[src/rtl/icache_dm_pkg.sv]
// Shared widths and FSM encoding for the direct-mapped instruction cache.
// The address is split into tag, line index, word select and the byte offset within a word.
package icache_dm_pkg;

    localparam int unsigned ADDR_W      = 32;
    localparam int unsigned WORD_W      = 32;
    localparam int unsigned BLOCK_WORDS = 4;
    localparam int unsigned NUM_LINES   = 16;

    localparam int unsigned BLOCK_W = WORD_W * BLOCK_WORDS;
    localparam int unsigned WSEL_W  = $clog2(BLOCK_WORDS);
    localparam int unsigned OFF_W   = WSEL_W + 2;
    localparam int unsigned IDX_W   = $clog2(NUM_LINES);
    localparam int unsigned TAG_W   = ADDR_W - IDX_W - OFF_W;
    localparam int unsigned BADDR_W = ADDR_W - OFF_W;

    typedef enum logic [1:0] {
        ST_IDLE  = 2'd0,
        ST_FETCH = 2'd1,
        ST_FILL  = 2'd2
    } state_e;

endpackage

[src/rtl/icache_dm_line_array.sv]
// Line storage for the cache: a resettable valid vector with bulk clear, plus
// tag and data arrays. Reads are combinational; a single port writes fills.
module icache_dm_line_array
    import icache_dm_pkg::*;
(
    input  logic               clock,
    input  logic               reset,
    input  logic               clear,
    input  logic               wr_en,
    input  logic [IDX_W-1:0]   wr_idx,
    input  logic [TAG_W-1:0]   wr_tag,
    input  logic [BLOCK_W-1:0] wr_data,
    input  logic [IDX_W-1:0]   rd_idx,
    output logic               rd_valid,
    output logic [TAG_W-1:0]   rd_tag,
    output logic [BLOCK_W-1:0] rd_data
);

    logic [NUM_LINES-1:0] valid_q;
    logic [NUM_LINES-1:0] valid_d;
    logic [TAG_W-1:0]     tag_q  [NUM_LINES];
    logic [BLOCK_W-1:0]   data_q [NUM_LINES];

    // Clear wins, though the controller never fills and clears in the same cycle.
    always_comb begin
        valid_d = valid_q;
        if (wr_en) begin
            valid_d[wr_idx] = 1'b1;
        end
        if (clear) begin
            valid_d = '0;
        end
    end

    always_ff @(posedge clock or posedge reset) begin
        if (reset) begin
            valid_q <= '0;
        end else begin
            valid_q <= valid_d;
        end
    end

    always_ff @(posedge clock) begin
        if (wr_en) begin
            tag_q[wr_idx]  <= wr_tag;
            data_q[wr_idx] <= wr_data;
        end
    end

    assign rd_valid = valid_q[rd_idx];
    assign rd_tag   = tag_q[rd_idx];
    assign rd_data  = data_q[rd_idx];

endmodule

[src/rtl/icache_dm.sv]
// Direct-mapped read-only instruction cache: zero-cycle hits in IDLE, whole-block
// refill on a miss, and flush that is deferred while a refill is outstanding.
module icache_dm
    import icache_dm_pkg::*;
(
    input  logic               clock,
    input  logic               reset,
    input  logic               cpu_ren,
    input  logic [ADDR_W-1:0]  cpu_addr,
    input  logic               flush,
    output logic               cpu_stall,
    output logic [WORD_W-1:0]  cpu_dout,
    output logic               mem_ren,
    output logic [BADDR_W-1:0] mem_block_addr,
    input  logic               mem_ready,
    input  logic [BLOCK_W-1:0] mem_din
);

    state_e             state_q, state_d;
    logic [BADDR_W-1:0] miss_addr_q, miss_addr_d;
    logic               mem_ren_q, mem_ren_d;
    logic               flush_pend_q, flush_pend_d;

    logic               stall_c, clear_c, wr_en_c, hit_c;
    logic               rd_valid;
    logic [TAG_W-1:0]   rd_tag;
    logic [BLOCK_W-1:0] rd_data;
    logic [TAG_W-1:0]   addr_tag;
    logic [IDX_W-1:0]   addr_idx;
    logic [WSEL_W-1:0]  addr_word;
    logic               unused_addr_lsb;

    assign addr_tag        = cpu_addr[ADDR_W-1 -: TAG_W];
    assign addr_idx        = cpu_addr[OFF_W +: IDX_W];
    assign addr_word       = cpu_addr[2 +: WSEL_W];
    assign unused_addr_lsb = ^cpu_addr[1:0];

    icache_dm_line_array u_lines (
        .clock    (clock),
        .reset    (reset),
        .clear    (clear_c),
        .wr_en    (wr_en_c),
        .wr_idx   (miss_addr_q[IDX_W-1:0]),
        .wr_tag   (miss_addr_q[BADDR_W-1 -: TAG_W]),
        .wr_data  (mem_din),
        .rd_idx   (addr_idx),
        .rd_valid (rd_valid),
        .rd_tag   (rd_tag),
        .rd_data  (rd_data)
    );

    assign hit_c = cpu_ren & rd_valid & (rd_tag == addr_tag);

    always_comb begin
        cpu_dout = '0;
        for (int unsigned i = 0; i < BLOCK_WORDS; i++) begin
            if (addr_word == WSEL_W'(i)) begin
                cpu_dout = rd_data[i*WORD_W +: WORD_W];
            end
        end
    end

    always_ff @(posedge clock or posedge reset) begin
        if (reset) begin
            state_q      <= ST_IDLE;
            miss_addr_q  <= '0;
            mem_ren_q    <= 1'b0;
            flush_pend_q <= 1'b0;
        end else begin
            state_q      <= state_d;
            miss_addr_q  <= miss_addr_d;
            mem_ren_q    <= mem_ren_d;
            flush_pend_q <= flush_pend_d;
        end
    end

    // The request stays up until mem_ready: dropping it would restart the memory's latency count.
    always_comb begin
        state_d      = state_q;
        miss_addr_d  = miss_addr_q;
        mem_ren_d    = mem_ren_q;
        flush_pend_d = flush_pend_q;
        stall_c      = 1'b0;
        clear_c      = 1'b0;
        wr_en_c      = 1'b0;

        case (state_q)
            ST_IDLE: begin
                if (flush_pend_q) begin
                    stall_c      = 1'b1;
                    clear_c      = 1'b1;
                    flush_pend_d = 1'b0;
                end else begin
                    clear_c = flush;
                    if (cpu_ren && !hit_c) begin
                        stall_c     = 1'b1;
                        miss_addr_d = cpu_addr[ADDR_W-1:OFF_W];
                        mem_ren_d   = 1'b1;
                        state_d     = ST_FETCH;
                    end
                end
            end
            ST_FETCH: begin
                stall_c = 1'b1;
                if (flush) begin
                    flush_pend_d = 1'b1;
                end
                if (mem_ready) begin
                    wr_en_c   = 1'b1;
                    mem_ren_d = 1'b0;
                    state_d   = ST_FILL;
                end
            end
            ST_FILL: begin
                stall_c = 1'b1;
                if (flush) begin
                    flush_pend_d = 1'b1;
                end
                state_d = ST_IDLE;
            end
            default: begin
                state_d = ST_IDLE;
            end
        endcase
    end

    // Stall is forced low while reset is held so fetch sees an idle cache immediately.
    assign cpu_stall      = stall_c & ~reset;
    assign mem_ren        = mem_ren_q;
    assign mem_block_addr = miss_addr_q;

endmodule

[config.mk]
export PLATFORM = sky130hd
export DESIGN_NAME = icache_dm
export DESIGN_NICKNAME = d
export VERILOG_FILES = /design/src/rtl/icache_dm_pkg.sv /design/src/rtl/icache_dm_line_array.sv /design/src/rtl/icache_dm.sv
export SDC_FILE = /design/constraint.sdc
export NUM_CORES = 2
export LEC_CHECK = 0
export ABC_CLOCK_PERIOD_IN_PS = 13550
export BUFFER_PORTS_ARGS = -buffer_cell sky130_fd_sc_hd__buf_2
export CELL_PAD_IN_SITES_DETAIL_PLACEMENT = 1
export CELL_PAD_IN_SITES_GLOBAL_PLACEMENT = 1
export CORE_ASPECT_RATIO = 0.6
export CORE_MARGIN = 2
export CORE_UTILIZATION = 56
export CTS_CLUSTER_DIAMETER = 100
export DETAILED_ROUTE_END_ITERATION = 10
export PLACE_DENSITY = 0.77
export SYNTH_ARGS = -nofsm -noshare
export SYNTH_HDL_FRONTEND = slang
export SYNTH_SLANG_ARGS = --single-unit
[constraint.sdc]
create_clock -name clock -period 13.55 [get_ports clock]
set_clock_uncertainty 0.1 [all_clocks]
set_input_delay 2.71 -clock clock [delete_from_list [all_inputs] [get_ports clock]]
set_output_delay 2.71 -clock clock [all_outputs]
set_load 0.005 [all_outputs]
## Word-level counts from Yosys, hierarchy flattened

Memories as Yosys holds them, arrays and structs flattened.
Cells that the tools add are included.

| storage, ports and cells | value |
|---|---|
| register bits after elaboration | 48 |
| memory bits (writable) | 2432 |
| input bits | 165 |
| output and inout port bits | 62 |
| word-level logic and storage cells | 68 |
| memories | 2 |

Memory list:

| memory | words | bits a word | rd ports | clocked after memory_dff | wr ports | RTL line | RTL |
|---|---|---|---|---|---|---|---|
| u_lines.data_q | 16 | 128 | 1 | 0 | 1 | icache_dm_line_array.sv:22 | `logic [BLOCK_W-1:0] data_q [NUM_LINES];` |
| u_lines.tag_q | 16 | 24 | 1 | 0 | 1 | icache_dm_line_array.sv:21 | `logic [TAG_W-1:0] tag_q [NUM_LINES];` |

| operators by class | value |
|---|---|
| magnitude comparators | 3 |
| equality and inequality tests | 10 |
| multiplexer cells | 29 |
| bitwise operators | 6 |
| reduce and logical (&&, ||, !) cells | 13 |

Operators by type and width:

| cell | number |
|---|---|
| 32-bit 2-to-1 mux | 4 |
| 16-bit 2-to-1 mux | 2 |
| 24-bit == test | 1 |
| 16-bit OR | 1 |
| 1-bit 2-to-1 mux | 14 |
| 4-bit by 5-bit less-than comparator with 1-bit output (second input constant) | 2 |
| 2-bit == test (second input constant) | 3 |
| 2-bit 2-to-1 mux | 3 |
| 2-bit inequality test (second input constant) | 3 |
| 1-bit one-hot mux with 2 select lines | 3 |
| 3-bit AND reduction | 2 |
| 2-bit nonzero test | 3 |
| 1-bit binary-select mux with 4-bit select | 1 |
| 1-bit demux with 4-bit select | 1 |
| 2-bit by 1-bit == test with 1-bit output (second input constant) | 2 |
| 4-bit by 1-bit greater-or-equal comparator with 1-bit output (second input constant) | 1 |
| 2-bit logical NOT | 2 |
| 2-bit one-hot mux with 2 select lines | 1 |
| 4-bit AND reduction | 1 |
| 1-bit bitwise AND | 3 |
| 1-bit logical AND | 2 |
| 2-bit by 1-bit inequality test with 1-bit output (second input constant) | 1 |
| 1-bit inverter | 2 |
| 2-bit AND reduction | 1 |
| 2 further kinds | 2 |

## Depth between registers and ports, before layout

| depth | value |
|---|---|
| depth in word-level cells | 10 |
| depth in mapped cells | 15 |
| mapped depth without buffers | 9 |

## Hierarchy

A second synthesis with hierarchy kept.

| unflattened totals | value |
|---|---|
| cell total of the unflattened synthesis | 4137 |
| area, all modules | 94438.1 um^2 |

By module, submodules not included:

| module | times used | cells each | area each (um^2) | sequential area each (um^2) |
|---|---|---|---|---|
| icache_dm_line_array | 1 | 3975 | 92015.8 | 73430.4 |
| icache_dm | 1 | 162 | 2422.3 | 800.8 |

## Worst setup path before layout

Ideal clock, no wire load.

| timing path | value |
|---|---|
| kind | in2reg |
| from | input mem_ready |
| to | memory u_lines.data_q[0][0] (netlist bit), enable pin |
| setup time | 0.852 ns |
| arrival | 13.447 ns |
| required time | 12.598 ns |
| slack | -0.849 ns |
| stages | 3 |
| buffers on the path | 0 |
| cells stage by stage | nand2_1 -> or3_1 -> nor3_1 |

| on the way | value |
|---|---|
| word-level cells in the longest chain between the ends | 4 |

RTL lines:

| item | RTL line | RTL |
|---|---|---|
| start: declaration | icache_dm.sv:15 | `input logic mem_ready,` |
| 1-bit 2-to-1 mux | icache_dm.sv:108 | `if (mem_ready) begin` |
| 1-bit 2-to-1 mux | icache_dm.sv:87 | `case (state_q)` |
| 1-bit 2-to-1 mux | icache_dm_line_array.sv:44 | `if (wr_en) begin` |
| 1-bit 2-to-1 mux (implied by the code) | icache_dm_line_array.sv:46 | `data_q[wr_idx] <= wr_data;` |
| end: declaration | icache_dm_line_array.sv:22 |  |

No other way between the ends.

## Worst setup path in the final report

| timing path | value |
|---|---|
| from | input cpu_addr[5] |
| to | output cpu_stall |

| on the way | value |
|---|---|
| word-level cells in the longest chain between the ends | 10 |
| elaborated cells on any way between the ends | 12 |
| classes of those cells | 1 x eq/ne; 5 x mux; 3 x bitwise; 2 x reduce/logical; 1 x memory |

RTL lines:

| item | RTL line | RTL |
|---|---|---|
| start: declaration | icache_dm.sv:9 | `input logic [ADDR_W-1:0] cpu_addr,` |
| branches (longest 3 deep; another with memory 16 x 24 bit) | n/a |  |
| 1-bit bitwise AND (*) | icache_dm.sv:52 | `assign hit_c = cpu_ren & rd_valid & (rd_tag == addr_tag);` |
| 1-bit logical NOT (*) | icache_dm.sv:95 | `if (cpu_ren && !hit_c) begin` |
| 1-bit logical AND (*) | icache_dm.sv:95 |  |
| 1-bit 2-to-1 mux (*) | icache_dm.sv:95 |  |
| 1-bit 2-to-1 mux (*) | icache_dm.sv:89 | `if (flush_pend_q) begin` |
| 1-bit one-hot mux with 2 select lines (*) | icache_dm.sv:87 |  |
| 1-bit bitwise AND (*) | icache_dm.sv:128 | `assign cpu_stall = stall_c & ~reset;` |
| end: declaration | icache_dm.sv:11 | `output logic cpu_stall,` |

Every way passes the cells marked *. The select of a mux whose other input is x is not followed.

==> reports/qor.txt <==
Clk sinks: 2,480
Cells after Synth: 3,821
Clk network pwr share: 0.367
Number of global-route vias before repair: 46,200
H-Tree Depth: 4
Pin count of the biggest net entering global routing: 144
Sw power: 0.00379 W
Top-level port count: 227
Post-synth EDFFs: 2,432
Detail Placement HPWL: 127,000 um
Total global routing overflow: 0
Slowest stage delay, CP: 0.83 ns
Placer congestion estimate: 0.778
DRC: 0
Worst path cell trace: buf_8 -> buf_12 -> nor2b_1 -> a22o_1 -> a221oi_1 -> xnor2_1 -> mux2i_1 -> nor4_2 -> nand4_2 -> a21oi_1 -> o21ai_0 -> buf_2
Crit. End Element: primary output
Outcome: finished clean
Die Span X: 536 um
Comb pwr share: 0.077
VDD IR-drop max: 0.145 mV
Hold Path Class: reg2reg
Hold-critical path endpoint: u_lines.valid_q[14]
Power share of the sequential group: 0.556
Overall power: 0.0165 W
DR WL/cell: 36.7 um
Family with the most delay on the worst path: simple AND/OR/NAND/NOR gates
Sequential share of the synthesized area: 0.781
Final min period: 9.75 ns
Worst-margin pin slew: 1.24 ns
Finished Layout Cells: 6,599
Final worst-path cycle share: 0.720
Nets: 4,303
Worst reg2reg setup slack: 9.12 ns
Ys async rst share: 0.0194
Slowest stage cell, crit path: nor2b_1
Relative slew slack: 0.172
Die Footprint: 173,000 um^2
Hold Buf Count CTS: 0
Synth area leaders: edfxtp_1 77%, mux4_2 17%, dfrtp_1 1.3%
PostCTS Resize Cnt: 0
Buffer count from post-CTS setup fixing: 0
Hold_sp: u_lines.valid_q[14]
Final ANT Viol Nets: 0
Largest fanout on the critical path: 143
Area Growth Syn to Fin: 11.2%
CTS Root Cell: clkbuf_16
Cell Rows: 117
Main flop type after synthesis: edfxtp_1
Reg2reg start: state_q[1]
Post-synthesis cell type count: 66
DRT Wirelength: 242,000 um
Switching fraction of total power: 0.229
Pins over their slew limit: 0
WP buf/inv: 3
Placed cells: 6,181
Final setup TNS: 0 ns
GRT Total Usage: 0.287
Crit path DAT: 6.94 ns
Worst skew pair latency: 0.86 ns
Top cell type's share of synthesized area: 0.768
CTS Buf Count: 213
Final hold violations: 0
Syn_nets: 3,989
Port bufs: 224
CTS tree: built
Pleak: 33.3 nW
Vias/cell: 6.69
Number of DRC markers in iteration 0: 5,921
Yosys reg bits: 2,480
Type of the worst setup path: in2out
Die Y: 323 um
Post-synth top area cell: edfxtp_1
Core ar.: 169,000 um^2
Ys Warns: 0
Initial core utilization: 0.562
Critical Path RT: 10.74 ns
Vias post-DR: 44,100
Post-synthesis average cell area: 24.9 um^2
Unrepaired setup endpoints after global routing: no
Max-cap violations: 0
Antenna violations before repair: 54
RR Endpoint: u_lines.data_q[5][61]
Deepest clock path buffer count: 3
Hold path cells: 1
CTS clk-pin slew, worst paths: 0.06 ns
DRT Pass-1 Iters: 5
Cell area after synthesis: 95,000 um^2
Reg2reg path depth: 6
Design Area, Final: 106,000 um^2
Cell-internal power: 0.0127 W
Maximum clock rate: 103 MHz
Setup violations, final: 0
Share of cells above drive strength 1: 0.323
Placed Area: 98,800 um^2
Crit path launch type: input port
PwrDens: 156 nW/um^2
First-pass GRT wire length: 346,000 um
[power groups by stage]
stage          registers, W  clock network, W  logic (W)
2_1_floorplan       0.00928                 0   0.000725
3_3_place_gp        0.00929                 0    0.00123
3_5_place_dp        0.00934                 0    0.00127
4_1_cts             0.00918           0.00613    0.00128
5_1_grt             0.00921           0.00638    0.00135
6_report            0.00918           0.00605    0.00128
[registers in the layout, indices dropped and copies added (netlist names)]
signal,count
flush_pend_q,1
mem_block_addr,28
u_lines.tag_q,384
u_lines.valid_q,16
mem_ren,1
u_lines.data_q,2048
state_q,2
[kinds of logic after synthesis]
kind of cell,share of synthesized area
fa+ha+maj,0.000395
buf+inv,0.0124
compound gates,0.00929
simple gates,0.00702
flops,0.781
xor+xnor,0.00323
mux,0.187
[cells in the final DEF, fill, tap and decap left out, drive strengths merged, types with 2 or more instances in the layout]
| master | synthesis | routed |
|---|---|---|
| mux2i | 93 | 93 |
| edfxtp | 2432 | 2432 |
| inv | 7 | 15 |
| a211oi | 14 | 14 |
| nand2b | 10 | 10 |
| a21oi | 15 | 15 |
| nand3 | 3 | 3 |
| o22ai | 4 | 4 |
| nor4 | 3 | 3 |
| clkinvlp | 0 | 5 |
| and3 | 2 | 2 |
| o2111ai | 2 | 2 |
| and2b | 2 | 2 |
| nand4 | 5 | 5 |
| diode | 0 | 25 |
| ha | 3 | 3 |
| a22o | 11 | 11 |
| nand3b | 2 | 2 |
| nand4b | 3 | 3 |
| nor2b | 14 | 14 |
| dfrtp | 48 | 48 |
| buf | 154 | 297 |
| o21ai | 9 | 9 |
| bufinv | 0 | 19 |
| mux4 | 722 | 722 |
| and2 | 5 | 5 |
| clkinv | 0 | 101 |
| nor2 | 23 | 23 |
| xnor2 | 23 | 23 |
| o211ai | 4 | 4 |
| mux2 | 40 | 40 |
| o21a | 17 | 17 |
| a221oi | 13 | 13 |
| a31oi | 6 | 6 |
| nor3 | 7 | 7 |
| xor2 | 12 | 12 |
| nand2 | 41 | 41 |
| a22oi | 13 | 13 |
| clkbuf | 43 | 260 |
[worst reg2reg max path, delay by kind of cell, from the launching register on]
family                     cells  cell delay, ns
adders and majority gates      1            0.31
and+or+nand+nor                2            1.43
buffers and inverters          3            1.63
DFF                            1            0.41
[stage by stage]
stage / worst slack (ns) / hold slack [ns] / utilization
detailed placement: 3.96 / 0.376 / 0.584
global placement: 3.99 / 0.368 / 0.584
global route: 3.73 / 0.414 / 0.625
floorplan: 3.26 / 0.359 / -
CTS: 3.94 / 0.391 / 0.625
finish: 3.80 / 0.390 / 0.625
[cell type report]
class                           count  area [um^2]
Multi-Input combinational cell   1136        19800
Tap cell                         2261         2830
Antenna cell                       25         62.6
Timing Repair Buffer              297         1960
Clock buffer                      260         5650
Fill cell                       13300        63400
Clock inverter                    133         1160
Inverter                            7         26.3
Sequential cell                  2480        74200
[how the worst max path moves through the flow]
stage,from,endpoint,slack [ns],cells past startpoint
6_report,cpu_addr[5],cpu_stall,3.80,12
5_1_grt,cpu_addr[5],cpu_stall,3.73,12
4_1_cts,cpu_addr[7],cpu_stall,3.94,12
3_5_place_dp,cpu_addr[5],cpu_stall,3.96,12
3_3_place_gp,cpu_addr[4],cpu_dout[11],3.99,8
2_1_floorplan,mem_ready,u_lines.data_q[12][0],3.26,3
[cell usage after synthesis, types with 17 or more instances]
master	count
mux2_2	20
nor2_1	23
buf_2	94
mux2_4	20
dfrtp_1	48
xnor2_1	23
nand2_1	41
clkbuf_1	42
buf_6	20
mux2i_1	93
edfxtp_1	2432
mux4_2	717
o21a_1	17
buf_1	20
[per-layer routing]
metal,vias to the layer above,GRT usage,part of all wire
met5,-,0,0.00078
met4,32,0.0810,0.025
met3,375,0.0895,0.11
met2,2422,0.435,0.47
met1,24100,0.407,0.40
li1,17200,-,-
No activity file was read; power rests on OpenSTA's default activity.
